## config.mk

```make
export PLATFORM = sky130hd
export DESIGN_NAME = alarm_bank
export DESIGN_NICKNAME = d
export VERILOG_FILES = /design/src/rtl/alarm_bank.sv
export SDC_FILE = /design/constraint.sdc
export NUM_CORES = 1
export LEC_CHECK = 0
export CAP_MARGIN = 20
export CORE_ASPECT_RATIO = 2
export CORE_UTILIZATION = 35
export CTS_CLUSTER_SIZE = 25
export DETAILED_ROUTE_END_ITERATION = 8
export SYNTH_ARGS = -nofsm -noshare
export SYNTH_HDL_FRONTEND = slang
export SYNTH_SLANG_ARGS = --single-unit
```

## constraint.sdc

```tcl
create_clock -name clk -period 9.85 [get_ports clk]
set_clock_uncertainty 0.1 [all_clocks]
set_input_delay 1.97 -clock clk [delete_from_list [all_inputs] [get_ports clk]]
set_output_delay 1.97 -clock clk [all_outputs]
set_load 0.005 [all_outputs]
```

## src/rtl/alarm_bank.sv

```systemverilog
// rtl/alarm_bank.sv - bank of time-of-day alarm channels with snooze and ring timeout
// Ports:
//   clk                  clock, all state changes on rising edge
//   rst                  synchronous active-low reset
//   sec_tick             one-cycle pulse per second, advances the ring timeout
//   curr_minutes/hours   current time of day
//   set_alarm            write strobe for set_idx / set_minutes / set_hours / set_enable
//   snooze, dismiss      strobes acting on every ringing channel (dismiss also cancels snoozed)
//   alarm_trigger        registered: some channel is ringing
//   alarm_idx            registered: lowest ringing channel, 0 when none
//   alarm_enabled        registered: per-channel enable bits
module alarm_bank #(
    parameter int N_ALARMS   = 4,
    parameter int SNOOZE_MIN = 5,
    parameter int RING_SEC   = 60,
    localparam int IW = (N_ALARMS > 1) ? $clog2(N_ALARMS) : 1
) (
    input  logic                clk,
    input  logic                rst,
    input  logic                sec_tick,
    input  logic [6:0]          curr_minutes,
    input  logic [5:0]          curr_hours,
    input  logic                set_alarm,
    input  logic [IW-1:0]       set_idx,
    input  logic [6:0]          set_minutes,
    input  logic [5:0]          set_hours,
    input  logic                set_enable,
    input  logic                snooze,
    input  logic                dismiss,
    output logic                alarm_trigger,
    output logic [IW-1:0]       alarm_idx,
    output logic [N_ALARMS-1:0] alarm_enabled
);

    typedef enum logic [1:0] {
        ST_IDLE    = 2'd0,
        ST_RINGING = 2'd1,
        ST_SNOOZED = 2'd2
    } state_t;

    logic                wr_ok;
    logic [7:0]          snz_sum;
    logic [6:0]          snz_min_calc;
    logic [5:0]          snz_hr_calc;
    logic [N_ALARMS-1:0] ringing;
    logic [N_ALARMS-1:0] en_vec;
    logic                trig_d;
    logic [IW-1:0]       idx_d;

    // Out-of-range writes are dropped entirely rather than clamped.
    assign wr_ok = set_alarm && (int'(set_idx) < N_ALARMS) &&
                   (set_minutes <= 7'd59) && (set_hours <= 6'd23);

    // Snooze target is shared: every channel snoozed on the same edge gets the same time.
    assign snz_sum = {1'b0, curr_minutes} + 8'(SNOOZE_MIN);

    always_comb begin
        snz_min_calc = snz_sum[6:0];
        snz_hr_calc  = curr_hours;
        if (snz_sum >= 8'd60) begin
            snz_min_calc = 7'(snz_sum - 8'd60);
            snz_hr_calc  = (curr_hours == 6'd23) ? 6'd0 : curr_hours + 6'd1;
        end
    end

    for (genvar g = 0; g < N_ALARMS; g++) begin : g_ch
        state_t     state_q, state_d;
        logic [6:0] alarm_min_q, alarm_min_d, snz_min_q, snz_min_d;
        logic [5:0] alarm_hr_q, alarm_hr_d, snz_hr_q, snz_hr_d;
        logic       en_q, en_d;
        logic [7:0] ring_cnt_q, ring_cnt_d;
        logic       match_prev_q, snz_prev_q;
        logic       match_now, snz_now, wr_hit, timeout;

        assign wr_hit    = wr_ok && (int'(set_idx) == g);
        assign match_now = en_q && (curr_minutes == alarm_min_q) && (curr_hours == alarm_hr_q);
        assign snz_now   = (curr_minutes == snz_min_q) && (curr_hours == snz_hr_q);
        // The tick that would bring the count to RING_SEC ends the ring instead.
        assign timeout   = sec_tick && (({1'b0, ring_cnt_q} + 9'd1) == 9'(RING_SEC));

        always_ff @(posedge clk) begin
            if (!rst) begin
                state_q      <= ST_IDLE;
                alarm_min_q  <= '0;
                alarm_hr_q   <= '0;
                en_q         <= 1'b0;
                snz_min_q    <= '0;
                snz_hr_q     <= '0;
                ring_cnt_q   <= '0;
                // History starts high so a time already matching does not fire right after reset.
                match_prev_q <= 1'b1;
                snz_prev_q   <= 1'b1;
            end else begin
                state_q      <= state_d;
                alarm_min_q  <= alarm_min_d;
                alarm_hr_q   <= alarm_hr_d;
                en_q         <= en_d;
                snz_min_q    <= snz_min_d;
                snz_hr_q     <= snz_hr_d;
                ring_cnt_q   <= ring_cnt_d;
                match_prev_q <= match_now;
                snz_prev_q   <= snz_now;
            end
        end

        always_comb begin
            state_d     = state_q;
            alarm_min_d = alarm_min_q;
            alarm_hr_d  = alarm_hr_q;
            en_d        = en_q;
            snz_min_d   = snz_min_q;
            snz_hr_d    = snz_hr_q;
            ring_cnt_d  = ring_cnt_q;
            if (wr_hit) begin
                alarm_min_d = set_minutes;
                alarm_hr_d  = set_hours;
                en_d        = set_enable;
                state_d     = ST_IDLE;
            end else if (!en_q) begin
                state_d = ST_IDLE;
            end else begin
                unique case (state_q)
                    ST_IDLE: begin
                        if (match_now && !match_prev_q) begin
                            state_d    = ST_RINGING;
                            ring_cnt_d = '0;
                        end
                    end
                    ST_RINGING: begin
                        if (dismiss || timeout) begin
                            state_d = ST_IDLE;
                        end else if (snooze) begin
                            state_d   = ST_SNOOZED;
                            snz_min_d = snz_min_calc;
                            snz_hr_d  = snz_hr_calc;
                        end else if (sec_tick) begin
                            ring_cnt_d = ring_cnt_q + 8'd1;
                        end
                    end
                    ST_SNOOZED: begin
                        if (dismiss) begin
                            state_d = ST_IDLE;
                        end else if (snz_now && !snz_prev_q) begin
                            state_d    = ST_RINGING;
                            ring_cnt_d = '0;
                        end
                    end
                    default: state_d = ST_IDLE;
                endcase
            end
        end

        assign ringing[g] = (state_q == ST_RINGING);
        assign en_vec[g]  = en_q;
    end

    always_comb begin
        trig_d = |ringing;
        idx_d  = '0;
        for (int i = N_ALARMS - 1; i >= 0; i--) begin
            if (ringing[i]) idx_d = IW'(i);
        end
    end

    always_ff @(posedge clk) begin
        if (!rst) begin
            alarm_trigger <= 1'b0;
            alarm_idx     <= '0;
            alarm_enabled <= '0;
        end else begin
            alarm_trigger <= trig_d;
            alarm_idx     <= idx_d;
            alarm_enabled <= en_vec;
        end
    end

endmodule
```

* Yosys cells after proc, flatten, opt, wreduce, memory -nomap -nowiden
Index checks and enable logic that the tools add are counted.
** Word-level totals
- Bits in registers :: 163
- Bits in latches :: 0
- Bits in writable memories :: 0
- Bits in read-only memories :: 0
- Word-level logic and storage cells :: 256
- Memories kept :: 0
** Cells by class
- Add/subtract/negate cells :: 11
- Multiply operators :: 0
- Divide/modulo/power cells :: 0
- Order comparisons :: 3
- Equal/unequal tests :: 64
- Shifts and indexed selects :: 0
- Multiplexer cells :: 55
- Bitwise gates (word level) :: 13
- Reductions and logical operators :: 70
** Operators by type and width (number)
- two-way mux 8 bit :: 24
- case mux 8 bit (3 select lines) :: 4
- == test 7 bit :: 8
- == test 6 bit :: 8
- != test 2 bit (second input constant) :: 24
- two-way mux 2 bit :: 19
- adder 8 x 1 -> 9 bit (second input constant) :: 4
- == test 9 x 6 -> 1 bit (second input constant) :: 4
- AND reduction 9 bit :: 4
- adder 8 x 1 -> 8 bit (second input constant) :: 4
- logical AND 1 bit :: 30
- case mux 2 bit (3 select lines) :: 4
- AND reduction 5 bit :: 4
- OR reduction 3 bit :: 5
- NOT 1 bit :: 13
- == test 2 bit (second input constant) :: 6
- two-way mux 6 bit :: 2
- != test 3 x 2 -> 1 bit (second input constant) :: 4
- != test 3 bit (second input constant) :: 4
- AND reduction 3 bit :: 4
- nonzero test 3 bit :: 4
- == test 2 x 1 -> 1 bit (second input constant) :: 5
- zero test 2 bit :: 5
- adder 7 x 3 -> 8 bit (second input constant) :: 1
- other kinds (12) :: 22

* Longest topological paths before layout
Gate-level depths: netlist of the first run.
- Depth after elaboration :: 6
- Depth in mapped cells :: 11
- Depth with buffers taken out :: 9

* Least setup slack after synthesis of the first run
No wires, ideal clock.
- Kind :: input port to flip-flop
- From :: input curr_minutes[0]
- To :: register g_ch[1].snz_hr_q[4]
- Setup time :: 0.086 ns
- Arrival time :: 4.297 ns
- Path slack :: 5.367 ns
- Stages on the path :: 10
- Buffers on the path :: 1
- Cells stage by stage :: buf_2 a21oi_1 xnor2_1 ha_1 inv_1 or4_1 a21boi_1 a2111oi_0 a21oi_1 a211oi_1
** On the way
- Longest elaborated chain between the ends :: 3
** RTL lines
- from (decl) :: line 21 : input logic [6:0] curr_minutes,
- adder 7 x 3 -> 8 bit :: line 55 : assign snz_sum = {1'b0, curr_minutes} + 8'(SNOOZE_MIN);
- greater-or-equal comparator 8 x 6 -> 1 bit :: line 60 : if (snz_sum >= 8'd60) begin
- two-way mux 6 bit :: line 60
- to (signal assigned) :: line 99 : snz_hr_q <= snz_hr_d;
- to (decl) :: line 69 : logic [5:0] alarm_hr_q, alarm_hr_d, snz_hr_q, snz_hr_d;
Every way passes these cells.
A chain may end at the register's enable or synchronous reset.

* Worst setup path in the final report of the first run
Same ends and word-level chain as after synthesis.

==> flow_summary.yaml, run 1 <==
worst_setup_path:
  required_ps: 10030
  r2r_start: "g_ch[3].ring_cnt_q[0]"
  slowest_stage: "clkdlybuf4s50_1"
  rrSetupSlack_ps: 7000
  path_cells: "clkdlybuf4s50_1, ha_1, xnor2_1, ha_1, inv_1, or4_1, a21boi_1, a221o_1, a21oi_1, a211oi_1"
  worstPathMaxFanout: 16
  r2r_cells: 7
  path_class: "input port to flop"
  endpoint_kind: "flop"
  cpPeakStageDelay_ps: 800
  worstPathArrival_ps: 5540
  cpMostUsedCell: "ha_1"
  r2r-end: "g_ch[3].snz_min_q[4]"
  start_kind: "input port"
logic_synthesis:
  synthDominantCellAreaShare_pct: 38.8
  synthAdderAreaFrac_pct: 1.19
  ys_warn_count: 0
  syn_nets: 1000
  avgSynthCellArea_um2: 8.78
  synth-xor-area-share_pct: 12.2
  synthSimpleGateAreaFrac_pct: 19.6
  ys_seq_area_share_pct: 38.8
  synth-seq-cells: 163
  netlist_top_cells_area: "dfxtp_1 (39%), xnor2_1 (8.6%), mux2i_1 (7.4%)"
  synth_top_family_by_area: "simple AND/OR/NAND/NOR gates"
  synthArstFlopShare_pct: 0
  yosys.area.top_type: "dfxtp_1"
  ys.flop_type: "dfxtp_1"
  syn-cell-area_um2: 8410
  synth_mux_area_share_pct: 7.38
  synth_edf_count: 0
  netlist_instances: 957
  synth_compound_area_share_pct: 16.0
  ys_types: 75
sta:
  tns_ps: 0
  max_freq_mhz: 186
  hold_viol_final: 0
  fin_crit_sh_pct: 54.5
  drv_slew: 0
  rsz0062_at_grt: "false"
  whs_ps: 364
  max_slew_margin_pct: 29.3
  worstMarginPinSlew_ps: 1060
  period_needed_ps: 5360
  finalSetupViolCount: 0
  setup_slack_ps: 4490
worst_hold_path:
  hp-start: "g_ch[2].ring_cnt_q[1]"
  hold_path_class: "flop to flop"
  hold_depth: 2
  min_to: "g_ch[2].ring_cnt_q[1]"
clocking:
  cts_resized: 0
  cts_buffers: 17
  post_cts_buffers: 0
  cts_max_level: 4
  cts_buffer_depth: 2
  cts_root_buf: "clkbuf_16"
  cts_sinks: 163
  clk_pin_slew_ps: 70
  worstSkewPairLatency_ps: 440
  cts_tree: "yes"
  hold_buffers: 0
power:
  power_density_nw_per_um2: 155
  switching_share_pct: 24.4
  clockPowerShare_pct: 47.2
  power_frac_comb_pct: 7.9
  p_leak_nw: 3.57
  irDropWorstVdd_mv: 0.119
  p_int_mw: 1.12
  power_frac_seq_pct: 44.9
  switching_power_uw: 361
grt:
  gr-usage-all-layers_pct: 19.3
  grt_pass1_vias: 6858
  grt_start_max_net_pins: 91
  overflow: 0
  antenna_found_initial: 0
  grt_first_pass_wirelength_um: 36900
final_layout:
  layout-drive-gt1-share_pct: 6.50
  nNetsFinal: 1015
  areaGrowthSynthToFinish_pct: 13.5
  n_antenna_cell: 0
job:
  maxCapViolCount: 0
drt:
  drc_errors: 4
  drt_pass1_iterations: 7
  via_per_inst: 5.45
  avgRoutedWirePerCell_um: 18.3
  ant_nets: 0
  drt_iter0_drc: 363
  num_vias: 6908
  wl_um: 23100
placed_design:
  place.gp.congestion: 0.890
  port_buffers: 41
  dp_slack_ps: 4030
  hpwl_um: 16700
floorplanning:
  rows: 79
  die-area_um2: 24700
  coreArea_um2: 23400
  die_w_um: 112
  start_util_pct: 35.9
  die_h_um: 221
  io_pins: 42
status:
  status: "finished, violations left"
  violations: "DRC"
worst max-delay path: cells and delay by family:
family                     cells  cell delay, ps
and+or+nand+nor                1             530
AOI/OAI and AO/OA              4             980
buffers and inverters          2             860
xor gates and xnor gates       1             350
adders and majority gates      2             850
sequential cells by signal, summed over array words and instances (netlist names):
name / flops
g_ch.ring_cnt_q: 32
g_ch.match_prev_q: 4
alarm_enabled: 4
g_ch.alarm_hr_q: 24
g_ch.en_q: 4
g_ch.snz_prev_q: 4
g_ch.state_q: 8
g_ch.snz_hr_q: 24
alarm_idx: 2
g_ch.alarm_min_q: 28
alarm_trigger: 1
g_ch.snz_min_q: 28
routing by layer:
| layer | global-route usage [%] | wire length (um) | up-vias |
|---|---|---|---|
| li1 | - | - | 3423 |
| met1 | 20.1 | 8770 | 3267 |
| met2 | 35.7 | 12400 | 163 |
| met3 | 2.63 | 725 | 55 |
| met4 | 12.7 | 1210 | 0 |
| met5 | 0 | 0 | - |
metrics by stage:
step | std cells | area, um^2 | total power [mW] | utilization, %
final | 1267 | 9540 | 1.48 | 40.7
after CTS | 1267 | 9540 | 1.49 | 40.7
after global routing | 1267 | 9540 | 1.53 | 40.7
after global placement | 1236 | 8940 | 0.796 | 38.1
after floorplan | 957 | 8410 | 0.757 | -
after detailed placement | 1236 | 8940 | 0.797 | 38.1
Yosys cell counts, drive strengths merged (25+ instances only):
master / count
a211oi: 29
clkbuf: 31
xor2: 32
buf: 26
mux2i: 62
nand2: 65
a21oi: 59
o21ai: 56
dfxtp: 163
nand4: 25
nand3: 26
xnor2: 84
nor2: 114
cell type report:
| cell class | instances | area (um^2) |
|---|---|---|
| well taps | 283 | 354 |
| flip-flops and latches | 163 | 3260 |
| clock buffers | 20 | 457 |
| inverters | 21 | 78.8 |
| repair buffers | 53 | 495 |
| clock inverters | 11 | 151 |
| fillers | 2311 | 13900 |
| multi-input cells | 716 | 4740 |
power groups by stage:
stage | Combinational (mW) | Sequential (mW) | Clock (mW)
after CTS | 0.117 | 0.665 | 0.708
after global placement | 0.116 | 0.680 | 0
after detailed placement | 0.117 | 0.680 | 0
after global routing | 0.126 | 0.665 | 0.736
after floorplan | 0.0772 | 0.679 | 0
final | 0.117 | 0.665 | 0.699
cell usage in the layout (no fill, tap or decap), types with 12 or more instances in the layout:
cell type,Yosys,routed
clkdlybuf4s50_1,0,40
xor2_1,32,32
nor2_1,113,113
inv_1,20,20
clkbuf_16,0,17
nand2_1,65,65
o21ai_1,15,15
buf_4,0,12
nand3_1,25,25
mux2i_1,62,62
a211oi_1,28,28
dfxtp_1,163,163
a21oi_1,59,59
nand4_1,24,24
nor3_1,13,13
and3_1,12,12
xnor2_1,83,83
o21ai_0,41,41
kinds of logic after synthesis:
logic type,after synthesis
xor+xnor,116
fa+ha+maj,8
mux,62
simple gates,324
compound gates,206
flops,163
buf+inv,78
worst max-delay path by stage:
stage | from | cells past startpoint | slack (ps) | endpoint
after floorplan | curr_minutes[0] | 10 | 5370 | g_ch[1].snz_hr_q[4]
after global placement | curr_minutes[0] | 10 | 4130 | g_ch[1].snz_hr_q[4]
after detailed placement | curr_minutes[0] | 10 | 4030 | g_ch[1].snz_hr_q[4]
after CTS | curr_minutes[0] | 10 | 4520 | g_ch[1].snz_hr_q[4]
after global routing | curr_minutes[0] | 10 | 4240 | g_ch[1].snz_hr_q[4]
final | curr_minutes[0] | 10 | 4490 | g_ch[1].snz_hr_q[4]
(Power assumes the default switching activity.)
==> run 2, diff against run 1 <==
==> constraint.sdc (replaced) <==
create_clock -name clk -period 4.5 [get_ports clk]
set_clock_uncertainty 0.1 [all_clocks]
set_input_delay 0.9 -clock clk [delete_from_list [all_inputs] [get_ports clk]]
set_output_delay 0.9 -clock clk [all_outputs]
set_load 0.005 [all_outputs]
==> run 2 against run 1 <==
  * The run still ends with DRC left
  * Largest cell class unchanged
  * Clock power is 120% higher
  * Power up 120%
  * Core utilization is 0.96 points higher
  * Cell area is 2.4% higher
  * Global-route usage is 0.97 points higher
  * Flip-flop and latch count did not move
==> flow_summary.yaml, run 2 (synthesis results as in run 1) <==
placed_design:
  port_buffers: 41
  hpwl_um: 18100
  place.gp.congestion: 1.00
  place_inst: 1264
  dp_slack_ps: 361
sta:
  rsz0062_at_grt: "false"
  hold_viol_final: 0
  setup_slack_ps: 811
  tns_ps: 0
  max_slew_margin_pct: 49.1
  fin_crit_sh_pct: 82.0
  finalSetupViolCount: 0
  worstMarginPinSlew_ps: 763
  drv_slew: 0
  period_needed_ps: 3690
  max_freq_mhz: 271
clocking:
  cts_resized: 0
  cts_root_buf: "clkbuf_16"
  cts_tree: "yes"
  clk_pin_slew_ps: 70
  worstSkewPairLatency_ps: 450
  cts_buffers: 17
  hold_buffers: 0
  cts_sinks: 163
  cts_buffer_depth: 2
  cts_max_level: 4
  post_cts_buffers: 0
worst_setup_path:
  r2r_start: "g_ch[1].ring_cnt_q[0]"
  endpoint_kind: "flop"
  r2r_cells: 7
  path_class: "input port to flop"
  worstPathMaxFanout: 6
  worstPathArrival_ps: 3940
  crit_family: "compound AO/OA/AOI/OAI gates"
  rrSetupSlack_ps: 1750
  cpMostUsedCell: "ha_1"
  r2r-end: "g_ch[1].snz_hr_q[4]"
  cpPeakStageDelay_ps: 520
  start_kind: "input port"
  required_ps: 4750
  path_cells: "clkdlybuf4s50_1, ha_1, xnor2_1, ha_1, inv_1, or4_1, a21boi_1, a2111oi_0, a21oi_1, a211oi_1"
  slowest_stage: "or4_1"
  crit_buf_inv: 2
worst_hold_path:
  hold_path_class: "flop to flop"
  min_to: "g_ch[2].ring_cnt_q[1]"
  hold_depth: 2
  hp-start: "g_ch[2].ring_cnt_q[1]"
status:
  status: "finished, violations left"
  violations: "DRC"
power:
  irDropWorstVdd_mv: 0.246
  p_leak_nw: 3.71
  power_density_nw_per_um2: 338
final_layout:
  fin_cells: 1296
  n_antenna_cell: 0
  nNetsFinal: 1043
  reg_top3: "g_ch.ring_cnt_q: 32 flops, g_ch.alarm_min_q: 28 flops, g_ch.snz_min_q: 28 flops"
  layout_common_cells: "dfxtp_1 (163), nor2_1 (113), xnor2_1 (83), nand2_1 (65), mux2i_1 (62)"
  areaGrowthSynthToFinish_pct: 16.2
  largest_reg_flops: 32
  final_common_cell: "dfxtp_1"
  regMostFlops: "g_ch.ring_cnt_q"
  nFillCells: 2281
  layout-drive-gt1-share_pct: 9.18
grt:
  grt_pass1_vias: 6970
  grt_first_pass_wirelength_um: 38300
  antenna_found_initial: 0
  grt_start_max_net_pins: 66
  gr-usage-all-layers_pct: 20.3
  overflow: 0
drt:
  drt_pass1_iterations: 9
  ant_nets: 0
  via_per_inst: 5.47
  avgRoutedWirePerCell_um: 18.7
  wl_um: 24300
  drt_iter0_drc: 276
  num_vias: 7086
  drc_errors: 4
floorplanning:
  rows: 79
  die_w_um: 112
  io_pins: 42
  die_h_um: 221
  coreArea_um2: 23400
  start_util_pct: 35.9
  die-area_um2: 24700
job:
  maxCapViolCount: 0
-- run 2: cell count changes in the layout (fill, tap and decap cells not counted), sizes merged --
cell | previous run | this run
inv | 24 | 30
clkinv | 5 | 2
clkbuf | 20 | 17
buf | 13 | 41
clkinvlp | 0 | 1
-- run 2: how the worst max path moves through the flow --
stage | start | end | slack, ps | depth (start not counted)
2_1_floorplan | curr_minutes[0] | g_ch[1].snz_hr_q[4] | 1090 | 10
3_3_place_gp | curr_minutes[5] | g_ch[0].ring_cnt_q[5] | 460 | 9
3_5_place_dp | curr_minutes[5] | g_ch[0].ring_cnt_q[5] | 360 | 9
4_1_cts | curr_minutes[5] | g_ch[0].ring_cnt_q[5] | 840 | 9
5_1_grt | curr_minutes[1] | g_ch[1].snz_hr_q[5] | 630 | 10
6_report | curr_minutes[0] | g_ch[1].snz_hr_q[4] | 810 | 10
-- run 2: report_power, final --
part	leakage, nW	switching, mW	internal, mW
Sequential	1.32	0.00505	1.45
Clock	0.308	0.676	0.898
Combinational	2.09	0.169	0.107
-- run 2: worst min-delay path, delay by kind of cell, from the launching register on --
| kind | cells | cell delay (ps) |
|---|---|---|
| AOI/OAI and AO/OA | 1 | 50 |
| and+or+nand+nor | 1 | 60 |
| DFF | 1 | 330 |
-- run 2: area by class of cell --
class	count	area [um^2]	share of cell area, %
sequential	163	3260	33.4
clock buffer	17	425	4.35
clock inverter	15	205	2.10
multi-input combinational	716	4740	48.5
tap	283	354	3.62
timing repair buffer	81	706	7.22
inverter	21	78.8	0.807
-- run 2: per-layer routing --
metal	global-route usage [%]	wire (um)
met1	19.8	8740
met2	39.4	13600
met3	3.18	735
met4	12.0	1250
met5	0	0
-- run 2: through the flow --
| step | util (%) | hold slack (ps) | area (um^2) | power (mW) |
|---|---|---|---|---|
| floorplan | - | 325 | 8410 | 1.66 |
| global placement | 39.0 | 350 | 9140 | 1.76 |
| detailed placement | 39.0 | 362 | 9140 | 1.76 |
| CTS | 41.7 | 377 | 9770 | 3.34 |
| global route | 41.7 | 401 | 9770 | 3.41 |
| finish | 41.7 | 379 | 9770 | 3.30 |
==> run 3, diff against run 2 <==
==> constraint.sdc (replaced) <==
create_clock -name clk -period 3.37 [get_ports clk]
set_clock_uncertainty 0.1 [all_clocks]
set_input_delay 0.674 -clock clk [delete_from_list [all_inputs] [get_ports clk]]
set_output_delay 0.674 -clock clk [all_outputs]
set_load 0.005 [all_outputs]
==> run 3 against run 2 <==
  * The flow still finishes with violations (DRC)
  * Die area is the same
  * Global-route usage rose by 0.12 points
  * Sequential share of layout area down 1.1 points
  * Flip-flop and latch count did not move
  * Count of clock-buffer cells in the layout unchanged
  * Register-to-register slack got worse by 970 ps
  * Critical path depth unchanged
  * Power rose by 30%
  * Clock power grew 24%
  * Cell count up 2.9%
  * Critical path type unchanged
  * Largest power group unchanged
  * Highest routed layer unchanged
==> flow_summary.yaml, run 3 (synthesis results as in run 1) <==
status:
  status: "finished, violations left"
  violations: "DRC"
worst_setup_path:
  cpMostUsedCell: "ha_1"
  r2r_cells: 6
  start_kind: "input port"
  startpoint: "curr_minutes[0]"
  required_ps: 3630
  slowest_stage: "or4_1"
  worstPathArrival_ps: 3390
  rrSetupSlack_ps: 780
  r2r_start: "g_ch[0].alarm_hr_q[3]"
  critPathCapture: "g_ch[1].snz_hr_q[4]"
  endpoint_kind: "flop"
  path_class: "input port to flop"
  r2r-end: "g_ch[0].ring_cnt_q[5]"
  path_cells: "clkdlybuf4s50_1, ha_1, xnor2_1, ha_1, inv_1, or4_1, a21boi_1, a2111oi_0, a21oi_1, a211oi_1"
  cpPeakStageDelay_ps: 510
  worstPathMaxFanout: 6
floorplanning:
  coreArea_um2: 23400
  die-area_um2: 24700
  die_w_um: 112
  io_pins: 42
  start_util_pct: 35.9
  rows: 79
  die_h_um: 221
grt:
  grt_pass1_vias: 7333
  antenna_found_initial: 0
  grt_first_pass_wirelength_um: 38700
  grt_start_max_net_pins: 91
  gr-usage-all-layers_pct: 20.4
  overflow: 0
final_layout:
  final_common_cell: "dfxtp_1"
  areaGrowthSynthToFinish_pct: 20.1
  final_core_util_pct: 43.1
  nNetsFinal: 1080
  regMostFlops: "g_ch.ring_cnt_q"
  largest_reg_flops: 32
  stdcell_area_um2: 10100
  reg_top3: "g_ch.ring_cnt_q: 32 flops, g_ch.alarm_min_q: 28 flops, g_ch.snz_min_q: 28 flops"
  layout-drive-gt1-share_pct: 12.4
  n_antenna_cell: 0
  layout_common_cells: "dfxtp_1 (163), nor2_1 (113), xnor2_1 (83), buf_4 (70), nand2_1 (65)"
clocking:
  cts_sinks: 163
  cts_buffers: 17
  cts_resized: 0
  worstSkewPairLatency_ps: 440
  clk_pin_slew_ps: 70
  cts_root_buf: "clkbuf_16"
  cts_max_level: 4
  cts_buffer_depth: 2
  hold_buffers: 0
  cts_tree: "yes"
  post_cts_buffers: 0
worst_hold_path:
  hold_path_class: "flop to flop"
drt:
  num_vias: 7172
  via_per_inst: 5.38
  wl_um: 24300
  ant_nets: 0
  drc_errors: 4
  avgRoutedWirePerCell_um: 18.2
  drt_pass1_iterations: 7
  drt_iter0_drc: 243
placed_design:
  port_buffers: 41
  hpwl_um: 18200
  place.gp.congestion: 0.909
  dpl-instance-area_um2: 9500
sta:
  rsz0062_at_grt: "false"
  drv_slew: 0
  period_needed_ps: 3130
  fin_crit_sh_pct: 92.8
  max_freq_mhz: 320
  max_slew_margin_pct: 55.2
  hold_viol_final: 0
  worstMarginPinSlew_ps: 667
  finalSetupViolCount: 0
power:
  power_density_nw_per_um2: 426
  irDropWorstVdd_mv: 0.315
  p_leak_nw: 3.90
job:
  maxCapViolCount: 0
-- run 3: changes by cell type in the layout (fill, tap and decap cells not counted) --
| cell | delta |
|---|---|
| clkinv_4 | +3 |
| clkinvlp_4 | +1 |
| inv_8 | +1 |
| bufinv_16 | -2 |
| inv_6 | -3 |
| buf_12 | +7 |
| buf_4 | +30 |
-- run 3: critical path: cells and delay by family --
| kind | cells | cell delay [ps] |
|---|---|---|
| AOI/OAI and AO/OA | 4 | 1060 |
| xor gates and xnor gates | 1 | 210 |
| adders and majority gates | 2 | 450 |
| buffers and inverters | 2 | 480 |
| and+or+nand+nor | 1 | 510 |
-- run 3: per-stage QoR --
step           TNS, ps  power (mW)  hold WS, ps  worst slack, ps  std cells
2_1_floorplan        0        2.21          325              183        957
3_3_place_gp     -4360        2.39          349             -211       1301
3_5_place_dp     -5160        2.39          361             -195       1301
4_1_cts              0        4.33          373              265       1333
5_1_grt              0        4.45          399             70.2       1333
6_report             0        4.30          369              243       1333
-- run 3: worst min-delay path by stage --
stage,startpoint,end,slack [ps],depth (start not counted)
after global routing,g_ch[2].ring_cnt_q[1],g_ch[2].ring_cnt_q[1],400,2
after global placement,g_ch[2].ring_cnt_q[1],g_ch[2].ring_cnt_q[1],350,2
final,g_ch[2].ring_cnt_q[1],g_ch[2].ring_cnt_q[1],370,2
after floorplan,g_ch[0].ring_cnt_q[7],g_ch[0].ring_cnt_q[7],320,1
after CTS,g_ch[2].ring_cnt_q[1],g_ch[2].ring_cnt_q[1],370,2
after detailed placement,g_ch[2].ring_cnt_q[1],g_ch[2].ring_cnt_q[1],360,2
-- run 3: area by class of cell --
cell class	instances	area (um^2)
inverter	21	78.8
multi-input combinational	716	4740
fill	2296	13300
clock inverter	15	164
tap	283	354
timing repair buffer	118	1070
sequential	163	3260
clock buffer	17	425
-- run 3: layer usage --
layer	global-route usage, %	wire length, um	share of wire (%)
met5	0	0	0
met4	12.2	1270	5.2
met2	40.2	13700	57
met1	19.4	8690	36
met3	3.18	565	2.3
-- run 3: where the power goes --
group | internal [mW] | total [mW] | switching [mW]
clock | 1.05 | 1.95 | 0.904
sequential | 1.94 | 1.94 | 0.00682
combinational | 0.173 | 0.404 | 0.231
total | 3.16 | 4.30 | 1.14
